$ cat src/rtl/uart_rx_fifo.sv
// Receive-side byte buffer behind the UART receiver: captures one byte per rising
// edge of rdy and exposes a first-word-fall-through read port with sticky overrun.
module uart_rx_fifo #(
  parameter int DEPTH = 8,
  parameter int WIDTH = 8
) (
  input  logic                     clk,
  input  logic                     rst,
  input  logic                     rx_rdy,
  input  logic [WIDTH-1:0]         rx_data,
  input  logic                     rd_en,
  input  logic                     clr_ovf,
  output logic [WIDTH-1:0]         rd_data,
  output logic                     empty,
  output logic                     full,
  output logic [$clog2(DEPTH):0]   count,
  output logic                     overflow
);

  localparam int AW = $clog2(DEPTH);
  localparam int CW = AW + 1;

  logic [WIDTH-1:0] mem [DEPTH];
  logic [AW-1:0]    wr_ptr;
  logic [AW-1:0]    rd_ptr;
  logic             rdy_q;
  logic             push;
  logic             pop;
  logic             push_ok;
  logic             drop;

  // Read handshake: rd_data is valid whenever empty is low; an entry is consumed
  // at the clock edge where rd_en is high and empty is low. rd_en on empty is ignored.
  assign push    = rx_rdy & ~rdy_q;
  assign pop     = rd_en & ~empty;
  assign push_ok = push & (~full | pop);
  assign drop    = push & full & ~pop;

  assign empty   = (count == '0);
  assign full    = (count == CW'(DEPTH));
  assign rd_data = empty ? '0 : mem[rd_ptr];

  // rdy_q resets high so a rdy level already present at reset release is not a frame.
  always_ff @(posedge clk or posedge rst) begin
    if (rst) begin
      rdy_q    <= 1'b1;
      wr_ptr   <= '0;
      rd_ptr   <= '0;
      count    <= '0;
      overflow <= 1'b0;
    end else begin
      rdy_q <= rx_rdy;
      if (push_ok) wr_ptr <= wr_ptr + AW'(1);
      if (pop)     rd_ptr <= rd_ptr + AW'(1);
      if (push_ok && !pop)      count <= count + CW'(1);
      else if (pop && !push_ok) count <= count - CW'(1);
      if (drop)         overflow <= 1'b1;
      else if (clr_ovf) overflow <= 1'b0;
    end
  end

  // Storage carries no reset; validity is tracked entirely by count and pointers.
  always_ff @(posedge clk) begin
    if (push_ok) mem[wr_ptr] <= rx_data;
  end

endmodule

$ cat config.mk
export PLATFORM = sky130hd
export DESIGN_NAME = uart_rx_fifo
export DESIGN_NICKNAME = d
export VERILOG_FILES = /design/src/rtl/uart_rx_fifo.sv
export SDC_FILE = /design/constraint.sdc
export NUM_CORES = 1
export LEC_CHECK = 0
export ABC_AREA = 1
export CORE_MARGIN = 3
export CORE_UTILIZATION = 56
export DETAILED_ROUTE_END_ITERATION = 10
export HOLD_SLACK_MARGIN = 0.05
export PLACE_DENSITY = 0.8
export REMOVE_ABC_BUFFERS = 1
export SYNTH_ARGS = -nofsm -noshare
export SYNTH_HDL_FRONTEND = slang
export SYNTH_SLANG_ARGS = --single-unit
$ cat constraint.sdc
create_clock -name clk -period 3.9 [get_ports clk]
set_input_delay 0.585 -clock clk [delete_from_list [all_inputs] [get_ports clk]]
set_output_delay 0.585 -clock clk [all_outputs]
set_load 0.005 [all_outputs]
==> results.toml, run 1 <==
[status]
outcome = "finished, final reports clean"

[cts]
numCtsBuffers = 9
clk_latency_ns = 0.35
cts.sinks = 76
cts_setup_buffers = 0
cts.reportedPaths.clkPinSlew_ns = 0.07
ctsResizeCount = 0
hold_buffers = 0
clock_path_buffers = 2
htreeDepth = 3
cts_root_buf = "clkbuf_8"
tritoncts = "yes"

[critical_path]
r2r_cells = 12
start_kind = "flop"
r2r-end = "count[3]$_DFFE_PP0P_"
crit_path_end_kind = "primary output"
cpMaxStageDelayCell = "dfrtp_1"
crit_top_cell = "nor2_1"
worstSetupPathType = "reg -> out"
crit_fanout = 18
critical_path.max_stage_delay_ns = 0.64
path_delay_family = "buffers and inverters"
path_buf_inv = 2
rrSetupSlack_ns = 1.64
crit_chain = "inv_2, nand3_1, nand2_1, nor2_1, nor2_1, clkdlybuf4s50_1"
reg2reg_from = "count[0]$_DFFE_PP0P_"
arrival_ns = 2.38
required_ns = 3.31

[power_and_ir_drop]
combPwrFrac_pct = 39.3
clkPwrFrac_pct = 20.5
ir_worst_vdd_mv = 0.5820
seq_power_share_pct = 40.2
power.density_mw_per_mm2 = 674.9
internal_power_mw = 1.749
p_sw_share_pct = 36.66
leakagePower_nw = 1.883
p_sw_mw = 1.013

[drt]
viasPerCell = 5.067
drc = 0
post_drt_wl_per_cell_um = 14.40
drtPass1Iterations = 4
num_vias = 2437
ant_nets = 0
drt_wl_total_um = 6924
drt_iter0_drc = 198

[sta]
fin_crit_sh_pct = 75.91
rsz0062_at_grt = "false"
tightest_slew_ns = 0.7452
fmax_ghz = 0.3378
finalSetupViolCount = 0
finalSetupTns_ns = 0
fin_crit_ns = 2.960
holdWs_ns = 0.5303
clock_skew_ns = 0.006619
drv_slew = 0
hold_viol_final = 0
relSlewSlack_pct = 49.94

[hold_path]
min_from = "overflow$_DFFE_PP0P_"
holdPathStages = 2
min_to = "overflow$_DFFE_PP0P_"
hp-class = "reg -> reg"

[synth]
synthFlopType = "edfxtp_1"
ys_types = 25
synth_top_area_share_pct = 53.56
syn_avg_cell_area_um2 = 9.751
yosys-top-cells-area = "edfxtp_1, nand2_1, inv_1, dfrtp_1, nand3_1"
ys_seq_area_share_pct = 61.96
ys_ff_latch = 76
syn_area_mm2 = 0.003588
synth_cells = 368
synthArstFlopShare_pct = 15.79
synth_edf_count = 64
yosysWarnings = 0
synth_top_area_cell = "edfxtp_1"

[finish]
n_antenna_cell = 0
area_growth_pct = 14.05
layout.nets = 421
final_util_pct = 67.53
final_layout_size_suffix_gt1_share_pct = 7.635

[global_routing]
grt.overflow.total = 0
antenna_found_initial = 0
grt_pass1_vias = 2481
grt_max_degree = 35
grt_use_total_pct = 20.32
grt_first_pass_wirelength_um = 11280

[placement]
gp_routability_congestion = 0.8387
hpwl_um = 4375
portBuffers = 27

[floorplan]
die-area_mm2 = 0.007405
num_rows = 28
io_pins = 28
initial_utilization_pct = 59.21
coreArea_mm2 = 0.006061
dieWidth_um = 86.05
die_height_um = 86.05

[flow_run]
maxCapViolCount = 0
power groups by stage:
stage | registers (mW) | clock network [mW] | logic (mW)
CTS | 1.11 | 0.574 | 1.09
global placement | 1.12 | 0 | 1.04
detailed placement | 1.13 | 0 | 1.08
global route | 1.13 | 0.605 | 1.23
floorplan | 1.13 | 0 | 0.611
finish | 1.11 | 0.565 | 1.09
metal layers:
metal / routed length, um / GRT usage, % / vias up / share of wire (%)
met5: 0 / 0 / - / 0
met4: 89 / 8.345 / 0 / 1.3
met3: 467 / 6.052 / 12 / 6.7
met2: 3509 / 34.34 / 83 / 51
met1: 2857 / 24.23 / 1127 / 41
li1: - / - / 1215 / -
worst reg2reg max path, stage by stage, from the launching register on:
cell and delay [ns]:
dfrtp_1 0.49, nor2_4 0.20, nand4_2 0.10, nand2_2 0.20, inv_1 0.11, ha_1 0.24, inv_1 0.12, ha_1 0.29
a21oi_1 0.18, nand2_1 0.06, nand2_1 0.06, nand3_1 0.07, nand2_1 0.07
cells in the mapped netlist (2+ instances only):
cell type,count
buf_2,5
ha_1,5
nand3_1,44
buf_4,2
nor3_1,8
dfrtp_1,11
nor2_1,19
o21ai_0,5
xnor2_1,5
inv_1,79
nand2_1,103
buf_6,6
edfxtp_1,64
placed cells by master, fill, tap and decap left out, types with 8 or more instances in the layout:
master and count:
buf_4 9, clkbuf_8 9, clkdlybuf4s50_1 27, dfrtp_1 11, edfxtp_1 64, inv_1 79, nand2_1 103, nand3_1 44
nor2_1 19, nor3_1 8
registers in the layout (all words and copies together) (netlist names):
| name | flops |
|---|---|
| wr_ptr | 3 |
| mem | 64 |
| rd_ptr | 3 |
| rdy_q | 1 |
| count | 4 |
| overflow | 1 |
cells by family after synthesis:
logic type                 share of synthesized area (%)
adders and majority gates                          2.301
AOI/OAI and AO/OA                                  1.081
and+or+nand+nor                                    21.65
buffers and inverters                              11.54
DFF                                                61.96
xor gates and xnor gates                           1.464
area by class of cell:
| type | instances | area, um2 |
|---|---|---|
| Clock inverter | 6 | 56.30 |
| Timing Repair Buffer | 36 | 337.8 |
| Tap cell | 75 | 93.84 |
| Inverter | 81 | 306.5 |
| Sequential cell | 76 | 2223 |
| Clock buffer | 9 | 123.9 |
| Multi-Input combinational cell | 198 | 950.9 |
| Fill cell | 471 | 1968 |
how the worst max path moves through the flow:
| stage | depth (start not counted) | startpoint | end | slack [ns] |
|---|---|---|---|---|
| final | 6 | rd_ptr[1]$_DFFE_PP0N_ | rd_data[1] | 0.94 |
| after global routing | 6 | rd_ptr[1]$_DFFE_PP0N_ | rd_data[1] | 0.73 |
| after CTS | 6 | rd_ptr[1]$_DFFE_PP0N_ | rd_data[1] | 0.88 |
| after detailed placement | 13 | rd_en | count[3]$_DFFE_PP0P_ | 1.19 |
| after global placement | 13 | rd_en | count[3]$_DFFE_PP0P_ | 1.31 |
| after floorplan | 6 | rd_ptr[0]$_DFFE_PP0N_ | rd_data[0] | 1.84 |
through the flow:
stage | total power, mW | setup WS (ns) | instances | instance area, um2
floorplan | 1.737 | 1.838 | 355 | 3481
global placement | 2.165 | 1.309 | 466 | 3913
detailed placement | 2.211 | 1.191 | 466 | 3913
CTS | 2.781 | 0.8815 | 481 | 4093
global route | 2.959 | 0.7273 | 481 | 4093
finish | 2.762 | 0.9397 | 481 | 4093
Power figures use the tool's default switching activity.
==> run 2, diff against run 1 <==
--- a/config.mk
+++ b/config.mk
@@ -7,10 +7,10 @@
 export LEC_CHECK = 0
 export ABC_AREA = 1
 export CORE_MARGIN = 3
-export CORE_UTILIZATION = 56
+export CORE_UTILIZATION = 52
 export DETAILED_ROUTE_END_ITERATION = 10
 export HOLD_SLACK_MARGIN = 0.05
-export PLACE_DENSITY = 0.8
+export PLACE_DENSITY = 0.78
 export REMOVE_ABC_BUFFERS = 1
 export SYNTH_ARGS = -nofsm -noshare
 export SYNTH_HDL_FRONTEND = slang
==> constraint.sdc (replaced) <==
create_clock -name clk -period 2.5 [get_ports clk]
set_input_delay 0.375 -clock clk [delete_from_list [all_inputs] [get_ports clk]]
set_output_delay 0.375 -clock clk [all_outputs]
set_load 0.005 [all_outputs]
==> run 2 against run 1 <==
Compared with the run above: first-iteration DRC count grew 6.1%; combinational power grew 61%; total power grew 61%; register-to-register slack lost 1.4 ns; non-clock buffer count grew 5; clock-buffer cell count grew 2; cell count grew 1.7%; hold slack lost 0.19 ns; die area grew 7.1%; flip-flop and latch count is the same; clock skew is essentially flat.
==> results.toml, run 2 (synthesis gave the netlist of run 1 again) <==
[finish]
regMostFlops = "mem"
layout_common_cells = "nand2_1, inv_1, edfxtp_1"
fin_cells = 489
final_common_cell = "nand2_1"
final_layout_size_suffix_gt1_share_pct = 8.738
reg_top3 = "mem (64), count (4)"
largest_reg_flops = 64
area_growth_pct = 15.97
layout.nets = 426
n_antenna_cell = 0
nFillCells = 502

[critical_path]
cpMaxStageDelayCell = "dfrtp_1"
worstSetupPathType = "reg -> out"
crit_chain = "nor2_1, nor2_1, clkdlybuf4s50_1"
path_buf_inv = 1
critical_path.max_stage_delay_ns = 0.82
path_delay_family = "flip-flops"
crit_fanout = 18
required_ns = 2.12
crit_start = "rd_ptr[2]$_DFFE_PP0N_"
start_kind = "flop"
crit_path_end_kind = "primary output"
reg2reg_from = "count[0]$_DFFE_PP0P_"
crit_top_cell = "nor2_1"
arrival_ns = 1.96

[drt]
drtPass1Iterations = 4
drt_iter0_drc = 210
post_drt_wl_per_cell_um = 14.73
num_vias = 2509
viasPerCell = 5.131
drt_wl_total_um = 7204
ant_nets = 0
drc = 0

[sta]
tightest_slew_ns = 0.7416
clock_skew_ns = 0.006863
holdWs_ns = 0.3372
hold_viol_final = 0
fin_crit_ns = 2.331
fmax_ghz = 0.4291
drv_slew = 0
relSlewSlack_pct = 50.56
rsz0062_at_grt = "false"
fin_crit_sh_pct = 93.23
finalSetupTns_ns = 0
finalSetupViolCount = 0

[global_routing]
grt_max_degree = 34
grt_use_total_pct = 20.18
grt_pass1_vias = 2493
grt_first_pass_wirelength_um = 11700
antenna_found_initial = 0
grt.overflow.total = 0

[cts]
cts_root_buf = "clkbuf_8"
clk_latency_ns = 0.34
htreeDepth = 3
cts.reportedPaths.clkPinSlew_ns = 0.08
clock_path_buffers = 2
tritoncts = "yes"
cts_setup_buffers = 0
numCtsBuffers = 9
cts.sinks = 76

[floorplan]
initial_utilization_pct = 54.94
die-area_mm2 = 0.007933
coreArea_mm2 = 0.006531
io_pins = 28
num_rows = 29
die_height_um = 89.07
dieWidth_um = 89.07

[placement]
portBuffers = 27
place_inst = 473
gp_routability_congestion = 0.8102
hpwl_um = 4446

[power_and_ir_drop]
ir_worst_vdd_mv = 0.7593
leakagePower_nw = 1.914
power.density_mw_per_mm2 = 1068

[status]
outcome = "finished, final reports clean"

[flow_run]
maxCapViolCount = 0

[hold_path]
hp-class = "in -> async"
[run 2: layout make-up]
cell class	count	area [um2]	share of cell area, %
Sequential cell	76	2223	53.43
Clock buffer	11	131.4	3.157
Tap cell	77	96.34	2.315
Timing Repair Buffer	41	375.4	9.020
Multi-Input combinational cell	198	950.9	22.85
Clock inverter	5	76.32	1.834
Inverter	81	307.8	7.396
[run 2: report_power, final]
part | internal (mW) | leakage [nW] | switching (mW)
clock | 0.558 | 0.101 | 0.424
combinational | 0.783 | 1.09 | 0.981
sequential | 1.52 | 0.723 | 0.175
total | 2.86 | 1.91 | 1.58
[run 2: path summary, 6_finish.rpt]
path	endpoint	cells past startpoint	slack, ns
max in group asynchronous	rdy_q$_DFF_PP1_	2	1.82
min reg2reg	overflow$_DFFE_PP0P_	2	0.53
max	rd_data[2]	3	0.17
min in group clk	rdy_q$_DFF_PP1_	1	0.46
max reg2reg	count[3]$_DFFE_PP0P_	10	0.25
min	rd_ptr[0]$_DFFE_PP0N_	2	0.34
[run 2: worst reg2reg max path: cells and delay by family (launching register included)]
kind | cells | cell delay, ns
simple gates | 6 | 0.80
fa+ha+maj | 2 | 0.54
flops | 1 | 0.48
buf+inv | 1 | 0.09
compound gates | 1 | 0.24
[run 2: through the flow]
step                      setup WS (ns)  cell area, um2  utilization [%]  total power, mW
final                            0.1693            4161            63.72            4.444
after global routing            0.01101            4161            63.72            4.772
after CTS                        0.1180            4160            63.70            4.470
after detailed placement         0.1160            3953            60.52            3.483
after global placement           0.2311            3953            60.52            3.410
after floorplan                  0.5163            3481                -            2.709
[run 2: what timing repair did]
item,4_1_cts,5_1_grt
hold buffers,0,0
hold endpoints to repair,0,0
setup endpoints to repair,0,1
resized for setup,0,1
[run 2: routing by layer]
| layer | vias to the layer above | global-route usage [%] | share of wire (%) | routed length (um) |
|---|---|---|---|---|
| li1 | 1227 | - | - | - |
| met1 | 1193 | 25.46 | 42 | 3023 |
| met2 | 67 | 33.33 | 49 | 3543 |
| met3 | 22 | 3.963 | 5.3 | 382 |
| met4 | 0 | 10.15 | 3.5 | 255 |
| met5 | - | 0 | 0 | 0 |
==> run 3, diff against run 2 <==
--- a/config.mk
+++ b/config.mk
@@ -6,11 +6,12 @@
 export NUM_CORES = 1
 export LEC_CHECK = 0
 export ABC_AREA = 1
+export CAP_MARGIN = 20
 export CORE_MARGIN = 3
-export CORE_UTILIZATION = 52
+export CORE_UTILIZATION = 56
 export DETAILED_ROUTE_END_ITERATION = 10
 export HOLD_SLACK_MARGIN = 0.05
-export PLACE_DENSITY = 0.78
+export PLACE_DENSITY = 0.8
 export REMOVE_ABC_BUFFERS = 1
 export SYNTH_ARGS = -nofsm -noshare
 export SYNTH_HDL_FRONTEND = slang
==> constraint.sdc (replaced) <==
create_clock -name clk -period 2.4 [get_ports clk]
set_input_delay 0.36 -clock clk [delete_from_list [all_inputs] [get_ports clk]]
set_output_delay 0.36 -clock clk [all_outputs]
set_load 0.005 [all_outputs]
==> run 3 against run 2 <==
Compared with the run above: total power is 0.46% lower; critical path type unchanged; setup slack worse by 0.035 ns; clock power is 16% lower; critical endpoint is now rd_data[1]; critical path depth is 4 higher; clock-buffer cell count is 1 lower.
==> results.toml, run 3 (synthesis gave the netlist of run 1 again) <==
[status]
outcome = "finished, final reports clean"

[power_and_ir_drop]
power.density_mw_per_mm2 = 1061
seq_power_share_pct = 40.2
ir_worst_vdd_mv = 0.7094
finalPower_mw = 4.424
leakagePower_nw = 1.939
internal_power_mw = 2.793
p_sw_share_pct = 36.87
p_sw_mw = 1.631
clkPwrFrac_pct = 18.5
combPwrFrac_pct = 41.3

[cts]
cts.sinks = 76
clock_path_buffers = 2
cts_root_buf = "clkbuf_8"
hold_buffers = 0
ctsResizeCount = 0
tritoncts = "yes"
numCtsBuffers = 9
cts.reportedPaths.clkPinSlew_ns = 0.08
htreeDepth = 3
clk_latency_ns = 0.36
cts_setup_buffers = 0

[finish]
final_common_cell = "nand2_1"
regArea_mm2 = 0.002226
layout_common_cells = "nand2_1, inv_1, edfxtp_1"
layout.nets = 432
nFillCells = 463
area_growth_pct = 16.18
largest_reg_flops = 64
reg_top3 = "mem (64), count (4)"
n_antenna_cell = 0
multi_input_area_um2 = 953.4
final_layout_size_suffix_gt1_share_pct = 10.77
regMostFlops = "mem"

[drt]
ant_nets = 0
post_drt_wl_per_cell_um = 14.02
num_vias = 2469
drc = 0
viasPerCell = 5.008
drt_wl_total_um = 6912
drt_iter0_drc = 203
drtPass1Iterations = 4

[sta]
clock_skew_ns = 0.01692
hold_viol_final = 0
tightest_slew_ns = 0.4518
drv_slew = 0
fmax_ghz = 0.4414
relSlewSlack_pct = 69.85
fin_crit_ns = 2.266
finalSetupTns_ns = 0
rsz0062_at_grt = "false"
fin_crit_sh_pct = 94.40
finalSetupViolCount = 0

[placement]
hpwl_um = 4560
portBuffers = 27
gp_routability_congestion = 0.8173

[global_routing]
grt_use_total_pct = 21.01
antenna_found_initial = 0
grt.overflow.total = 0
grt_first_pass_wirelength_um = 11390
grt_pass1_vias = 2389
grt_max_degree = 34

[floorplan]
initial_utilization_pct = 59.21
coreArea_mm2 = 0.006061
die-area_mm2 = 0.007405
num_rows = 28
die_height_um = 86.05
dieWidth_um = 86.05
io_pins = 28

[flow_run]
maxCapViolCount = 0

[critical_path]
worstSetupPathType = "reg -> out"
start_kind = "flop"
path_buf_inv = 2
critical_path.max_stage_delay_ns = 0.51
crit_fanout = 16
crit_path_end_kind = "primary output"
cpMaxStageDelayCell = "clkdlybuf4s50_1"
crit_chain = "buf_6, nand2_1, nand3_1, nand3_1, nand2_1, nor2_2, clkdlybuf4s50_1"
required_ns = 2.04
arrival_ns = 1.91
path_delay_family = "buffers and inverters"

[hold_path]
hp-class = "in -> async"
-- run 3: cell types whose count changed in the layout (fill, tap and decap cells not counted), sizes merged --
cell / change
buf: +6
clkinvlp: -1
clkbuf: -1
clkinv: +4
dlymetal6s2s: +1
clkdlybuf4s50: -1
bufinv: -2
-- run 3: path summary, 6_finish.rpt --
path,start,to,slack (ns),depth (start not counted)
worst max-delay path,rd_ptr[0]$_DFFE_PP0N_,rd_data[1],0.13,7
worst min-delay path,rst,count[2]$_DFFE_PP0P_,0.30,2
worst max register to register,count[0]$_DFFE_PP0P_,count[3]$_DFFE_PP0P_,0.28,11
worst min register to register,overflow$_DFFE_PP0P_,overflow$_DFFE_PP0P_,0.53,2
max in group asynchronous,rst,rdy_q$_DFF_PP1_,1.75,2
min in group clk,rx_rdy,rdy_q$_DFF_PP1_,0.45,1
-- run 3: metal layers --
metal	vias up	share of wire [%]	global-route usage, %
met2	51	51	33.29
met4	0	2.5	12.23
met5	-	0	0
li1	1245	-	-
met3	16	4.3	4.515
met1	1157	42	26.64
-- run 3: worst register-to-register path, stage by stage (launching register included) --
cell	delay, ns
dfrtp_1	0.48
nor2_4	0.20
nand3_4	0.20
nand2_4	0.16
ha_1	0.19
inv_1	0.09
ha_1	0.35
nand3_1	0.09
nand2_1	0.08
nand2_1	0.05
nand3_1	0.08
nand2_1	0.05
-- run 3: area by class of cell --
class | instances | share of cell area [%]
Sequential cell | 76 | 53.39
Clock inverter | 6 | 0.7503
Inverter | 81 | 7.443
Tap cell | 75 | 2.251
Multi-Input combinational cell | 198 | 22.87
Timing Repair Buffer | 47 | 10.23
Clock buffer | 10 | 3.061
-- run 3: power groups by stage --
stage,Sequential (mW),Clock (mW),Combinational (mW)
finish,1.78,0.821,1.82
floorplan,1.83,0,0.992
global route,1.81,0.897,2.07
detailed placement,1.80,0,1.83
global placement,1.79,0,1.78
CTS,1.77,0.837,1.84
-- run 3: stage by stage --
stage	utilization (%)	area [um2]	worst slack, ns	hold slack (ns)	std cells
2_1_floorplan	-	3481	0.4163	0.2240	355
3_3_place_gp	65.92	3995	0.1515	0.5106	477
3_5_place_dp	65.92	3995	0.08895	0.5207	477
4_1_cts	68.54	4154	0.04598	0.3135	493
5_1_grt	68.79	4169	0.01094	0.3329	493
6_report	68.79	4169	0.1344	0.3045	493
==> variant 1, RTL diff (settings of run 3) <==
`WIDTH`: 8 -> 6.
--- a/src/rtl/uart_rx_fifo.sv
+++ b/src/rtl/uart_rx_fifo.sv
@@ -2,7 +2,7 @@
 // edge of rdy and exposes a first-word-fall-through read port with sticky overrun.
 module uart_rx_fifo #(
   parameter int DEPTH = 8,
-  parameter int WIDTH = 8
+  parameter int WIDTH = 6
 ) (
   input  logic                     clk,
   input  logic                     rst,
Interface: changed (resized rd_data and rx_data); port bits go from 28 to 24. No check against the original RTL was run, so the function may have changed too.
==> variant 1 against run 3 <==
- worst setup slack got worse by 0.012 ns
- combinational power is 17% lower
- synthesized area down 21%
- register-to-register slack improved by 0.04 ns
- power fell by 17%
- count of clock-buffer cells in the layout grew 1
- die area down 19%
- wire length decreased by 21%
- design area fell by 19%
- largest cell class unchanged
- sequential cell count is 16 lower
- critical endpoint is now rd_data[0]
==> variant 1: results (changes against run 3) <==
outcome complete, no violations (unchanged); Slowest Stage Delay on Critical Path ~0.5 ns; grt met2 use 32.5% (was 33.3%); final wirelength 5490 µm (was 6910 µm); most instantiated cells after synthesis nand2_1 (79), inv_1 (62), edfxtp_1 (48), nand3_1 (35), nor2_1 (14) (was nand2_1 (103), inv_1 (79), edfxtp_1 (64), nand3_1 (44), nor2_1 (19)); Worst path slowest cell clkdlybuf4s50_1 (unchanged); Seq/Total Area, Yosys 61.1% (was 62.0%); Layout Skew 0.00938 ns (was 0.0169 ns); class of the worst hold path in2async (unchanged); post-synthesis cell type count 22 (was 25); share of layout cells above drive strength 1 12.2% (was 10.8%); Final GP Congestion 0.792 (was 0.817); M1 GR Usage 27.1% (was 26.6%); biggest regs mem x48, count x4 (was mem x64, count x4); critical path peak fanout 12 (was 16); slew at the pin with the worst max-slew slack 0.558 ns (was 0.452 ns); CP top delay family buffers and inverters (unchanged); Area after DPL 0.00321 mm² (was 0.00400 mm²); worst skew pair latency 0.34 ns (was 0.36 ns); pin count of the biggest net entering global routing 26 (was 34); initial antenna violation count 0 (unchanged); IO buf count 23 (was 27); DR iter-0 viols 255 (was 203); count leader, synth nand2_1 (unchanged); drt pass-1 iters 5 (was 4); gr usage total 20.4% (was 21.0%); FFs w/ async S/R, synth 20.0% (was 15.8%); Lkg Pwr 1.56 nW (was 1.94 nW); number of flops mapped to enable cells by yosys 48 (was 64); dominant cells by area after synthesis edfxtp_1 (51%), nand2_1 (10%), dfrtp_1 (9.6%), inv_1 (8.2%), nand3_1 (6.1%) (was edfxtp_1 (54%), nand2_1 (11%), inv_1 (8.3%), dfrtp_1 (7.7%), nand3_1 (6.1%)); worst slack, placed 0.107 ns (was 0.0889 ns); vias in the first global route 1,931 (was 2,389); first-pass GRT wire length 9230 µm (was 11,400 µm); Non-Filler Instances 410 (was 493); Mapped Cells 297 (was 368); P_sw 1.34 mW (was 1.63 mW); vias 1,997 (was 2,469); placed cells 394 (was 477); Peak VDD IR 0.642 mV (was 0.709 mV); Fillers 373 (was 463); Synth Warn # 0 (unchanged); M3 GR Usage 3.83% (was 4.51%); Clock Pin Slew Worst Setup and Hold Paths 0.06 ns (was 0.08 ns); post-DP HPWL 3690 µm (was 4560 µm); Largest Register mem (unchanged); NumNets Final 356 (was 432)
==> variant 1: changes by cell type in the layout (fill, tap and decap cells not counted), sizes merged, moves of 3 or more <==
| cell | change |
|---|---|
| nand2 | -20 |
| inv | -17 |
| edfxtp | -16 |
| nand3 | -10 |
| buf | -3 |
| clkdlybuf4s50 | -3 |
| clkinv | -3 |
| nor2 | -3 |
==> variant 1: metal layers <==
metal  share of wire [%]  up-vias  wire [µm]
met5                   0        -          0
met4                 1.6        0         88
met3                 6.4        9        354
met2                  50       63       2750
met1                  42      907       2300
li1                    -     1018          -
==> variant 1: power by group through the flow <==
stage	sequential (mW)	combinational, mW	clock [mW]
global route	1.47	1.72	0.776
finish	1.45	1.51	0.717
CTS	1.45	1.50	0.723
floorplan	1.46	0.828	0
global placement	1.46	1.45	0
detailed placement	1.47	1.49	0
==> variant 1: cells by family after synthesis <==
| logic type | Yosys count | synth area share [%] |
|---|---|---|
| simple gates | 146 | 22.0 |
| buf+inv | 73 | 11.1 |
| flops | 60 | 61.1 |
| compound gates | 6 | 1.05 |
| xor+xnor | 6 | 1.84 |
| fa+ha+maj | 6 | 2.89 |
==> variant 1: layout make-up <==
class / instances / area [µm²] / area share, %
clock inverter: 4 / 17.5 / 0.519
inverter: 64 / 249 / 7.38
clock buffer: 11 / 131 / 3.89
multi-input combinational: 164 / 792 / 23.5
timing repair buffer: 40 / 358 / 10.6
tap: 67 / 83.8 / 2.48
sequential: 60 / 1740 / 51.7
==> variant 1: repair_timing <==
action	in CTS	in global routing
gates resized for setup	1	2
hold buffers	0	0
setup endpoints to repair	6	6
buffers inserted	0	1
==> variant 1: worst reg2reg max path, stage by stage (launching register included) <==
cell and delay [ns]:
dfrtp_1 0.47, nor2_2 0.18, nand2_2 0.19, nand2_2 0.16, ha_1 0.19, inv_1 0.09, ha_1 0.35, nand3_1 0.09
nand2_1 0.08, nand2_1 0.05, nand3_1 0.09, nand2_1 0.05
==> variant 1: through the flow <==
stage	hold slack (ns)	util, %	total power [mW]
2_1_floorplan	0.224	-	2.29
3_3_place_gp	0.522	66.7	2.91
3_5_place_dp	0.536	66.7	2.96
4_1_cts	0.366	69.8	3.67
5_1_grt	0.396	70.1	3.96
6_report	0.339	70.1	3.68
==> variant 1: path summary, 6_finish.rpt <==
kind,from,endpoint,slack (ns),depth (start not counted)
setup / recovery,rd_ptr[0],rd_data[0],0.12,7
hold / removal,rst,count[3],0.34,2
setup reg to reg,count[0],count[3],0.32,11
hold reg to reg,overflow,overflow,0.54,2
max in group asynchronous,rst,rd_ptr[0],1.72,2
min in group clk,rx_rdy,rdy_q,0.46,1
==> variant 2, RTL diff (flow settings as in run 3) <==
Without the edit above. Register the output `count` once more, cleared by the reset; this adds one clock of latency there. The other outputs are not delayed to match.
--- a/src/rtl/uart_rx_fifo.sv
+++ b/src/rtl/uart_rx_fifo.sv
@@ -20,6 +20,8 @@
   localparam int AW = $clog2(DEPTH);
   localparam int CW = AW + 1;
 
+  logic [$clog2(DEPTH):0] count_s0;
+
   logic [WIDTH-1:0] mem [DEPTH];
   logic [AW-1:0]    wr_ptr;
   logic [AW-1:0]    rd_ptr;
@@ -36,8 +38,8 @@
   assign push_ok = push & (~full | pop);
   assign drop    = push & full & ~pop;
 
-  assign empty   = (count == '0);
-  assign full    = (count == CW'(DEPTH));
+  assign empty   = (count_s0 == '0);
+  assign full    = (count_s0 == CW'(DEPTH));
   assign rd_data = empty ? '0 : mem[rd_ptr];
 
   // rdy_q resets high so a rdy level already present at reset release is not a frame.
@@ -46,14 +48,14 @@
       rdy_q    <= 1'b1;
       wr_ptr   <= '0;
       rd_ptr   <= '0;
-      count    <= '0;
+      count_s0 <= '0;
       overflow <= 1'b0;
     end else begin
       rdy_q <= rx_rdy;
       if (push_ok) wr_ptr <= wr_ptr + AW'(1);
       if (pop)     rd_ptr <= rd_ptr + AW'(1);
-      if (push_ok && !pop)      count <= count + CW'(1);
-      else if (pop && !push_ok) count <= count - CW'(1);
+      if (push_ok && !pop)      count_s0 <= count_s0 + CW'(1);
+      else if (pop && !push_ok) count_s0 <= count_s0 - CW'(1);
       if (drop)         overflow <= 1'b1;
       else if (clr_ovf) overflow <= 1'b0;
     end
@@ -64,5 +66,13 @@
     if (push_ok) mem[wr_ptr] <= rx_data;
   end
 
+  always_ff @(posedge clk or posedge rst) begin
+    if (rst) begin
+      count <= '0;
+    end else begin
+      count <= count_s0;
+    end
+  end
+
 endmodule
 
Check against the original RTL: not equivalent (a bounded check fails within 4 cycles, from zero or initial values and one cycle with rst high).
==> variant 2 against run 3 <==
- worst setup slack lost 0.049 ns
- synthesized area grew 2.9%
- clock power grew 5.2%
- wire length grew 4.3%
- sequential cell count grew 4
- power grew 5.2%
- core utilization grew 1.9 points
- design area grew 4.5%
- largest power group is now registers
- highest routed layer unchanged
==> variant 2: results (changes against run 3) <==
Area after DPL 0.00413 mm² (was 0.00400 mm²); FFs w/ async S/R, synth 20.0% (was 15.8%); Clock Pin Slew Worst Setup and Hold Paths 0.08 ns (about the same); vias in the first global route 2,538 (was 2,389); first-pass GRT wire length 11,700 µm (was 11,400 µm); NumNets Final 444 (was 432); DR DRC count 0 (unchanged); Peak VDD IR 0.719 mV (was 0.709 mV); Slowest Stage Delay on Critical Path 0.54 ns (was 0.51 ns); CP top delay family buffers and inverters (unchanged); Final GP Congestion 0.820 (was 0.817); Num CTS Buffers 9 (unchanged); gr usage total 20.9% (was 21.0%); outcome complete, no violations (unchanged); DR iter-0 viols 131 (was 203); Seq/Total Area, Yosys 62.9% (was 62.0%); share of layout cells above drive strength 1 13.3% (was 10.8%); post-DP HPWL 4740 µm (was 4560 µm); Layout Skew 0.0118 ns (was 0.0169 ns); critical path peak fanout 10 (was 16); post-synthesis cell type count 25 (unchanged); dominant cells by area after synthesis edfxtp_1 (52%), nand2_1 (11%), dfrtp_1 (10%), inv_1 (8.0%), nand3_1 (5.7%) (was edfxtp_1 (54%), nand2_1 (11%), inv_1 (8.3%), dfrtp_1 (7.7%), nand3_1 (6.1%)); biggest regs mem x64, count x4, count_s0 x4 (was mem x64, count x4); Mapped Cells 371 (was 368); pin count of the biggest net entering global routing 34 (unchanged); placed cells 484 (was 477); drt wl/cell 14.3 µm (was 14.0 µm); slew at the pin with the worst max-slew slack 0.722 ns (was 0.452 ns); vias 2,583 (was 2,469); Lkg Pwr 2.01 nW (was 1.94 nW); worst slack, placed 0.0145 ns (was 0.0889 ns); final wirelength 7210 µm (was 6910 µm); Worst path slowest cell dfrtp_2 (was clkdlybuf4s50_1); most instantiated cells after synthesis nand2_1 (105), inv_1 (79), edfxtp_1 (64), nand3_1 (42), nor2_1 (19) (was nand2_1 (103), inv_1 (79), edfxtp_1 (64), nand3_1 (44), nor2_1 (19)); number of flops mapped to enable cells by yosys 64 (unchanged)
variant 2: what timing repair did:
action                     in CTS  in global routing
cloned                          0                  0
pin swaps                       0                  0
resized for setup               3                  7
setup endpoints to repair       8                  8
setup buffers                   0                  5
variant 2: final cells by class:
type | count | area [µm²]
clock buffer | 13 | 149
inverter | 81 | 317
tap | 75 | 93.8
timing repair buffer | 56 | 492
multi-input combinational | 197 | 953
fill | 476 | 1810
clock inverter | 3 | 20.0
sequential | 80 | 2330
variant 2: kinds of logic after synthesis:
group | Yosys count | share of synthesized area (%)
AO/OA/AOI/OAI | 5 | 0.711
XOR/XNOR | 5 | 1.19
adder cells (fa/ha/maj) | 6 | 2.24
buffers and inverters | 94 | 11.3
flip-flops | 80 | 62.9
AND/OR/NAND/NOR | 181 | 21.7
variant 2: path summary, 6_finish.rpt:
check | start | endpoint | slack (ns) | depth (start not counted)
max in group asynchronous | rst | rd_ptr[0] | 1.60 | 2
min in group clk | rx_rdy | rdy_q | 0.45 | 1
worst min-delay path | rst | wr_ptr[2] | 0.37 | 2
worst max register to register | count_s0[0] | count_s0[3] | 0.34 | 12
worst max-delay path | rd_ptr[1] | rd_data[4] | 0.08 | 6
worst min register to register | count_s0[2] | count[2] | 0.45 | 0
variant 2: routing by layer:
metal / vias to the layer above / GRT usage (%) / share of wire [%]
li1: 1267 / - / -
met1: 1240 / 25.5 / 44
met2: 58 / 34.9 / 49
met3: 18 / 6.34 / 4.5
met4: 0 / 8.37 / 2.3
met5: - / 0 / 0
variant 2: power by group:
group / switching (mW) / total (mW) / leakage (nW) / internal (mW)
Combinational: 0.964 / 1.86 / 1.17 / 0.891
Clock: 0.461 / 0.864 / 0.0796 / 0.403
Sequential: 0.239 / 1.94 / 0.765 / 1.70
variant 2: metrics by stage:
stage	hold slack, ns	total power [mW]	TNS [ns]
6_report	0.371	4.66	0
3_5_place_dp	0.463	3.73	0
2_1_floorplan	0.273	2.92	0
5_1_grt	0.407	4.99	-0.00122
3_3_place_gp	0.459	3.68	0
4_1_cts	0.374	4.61	0
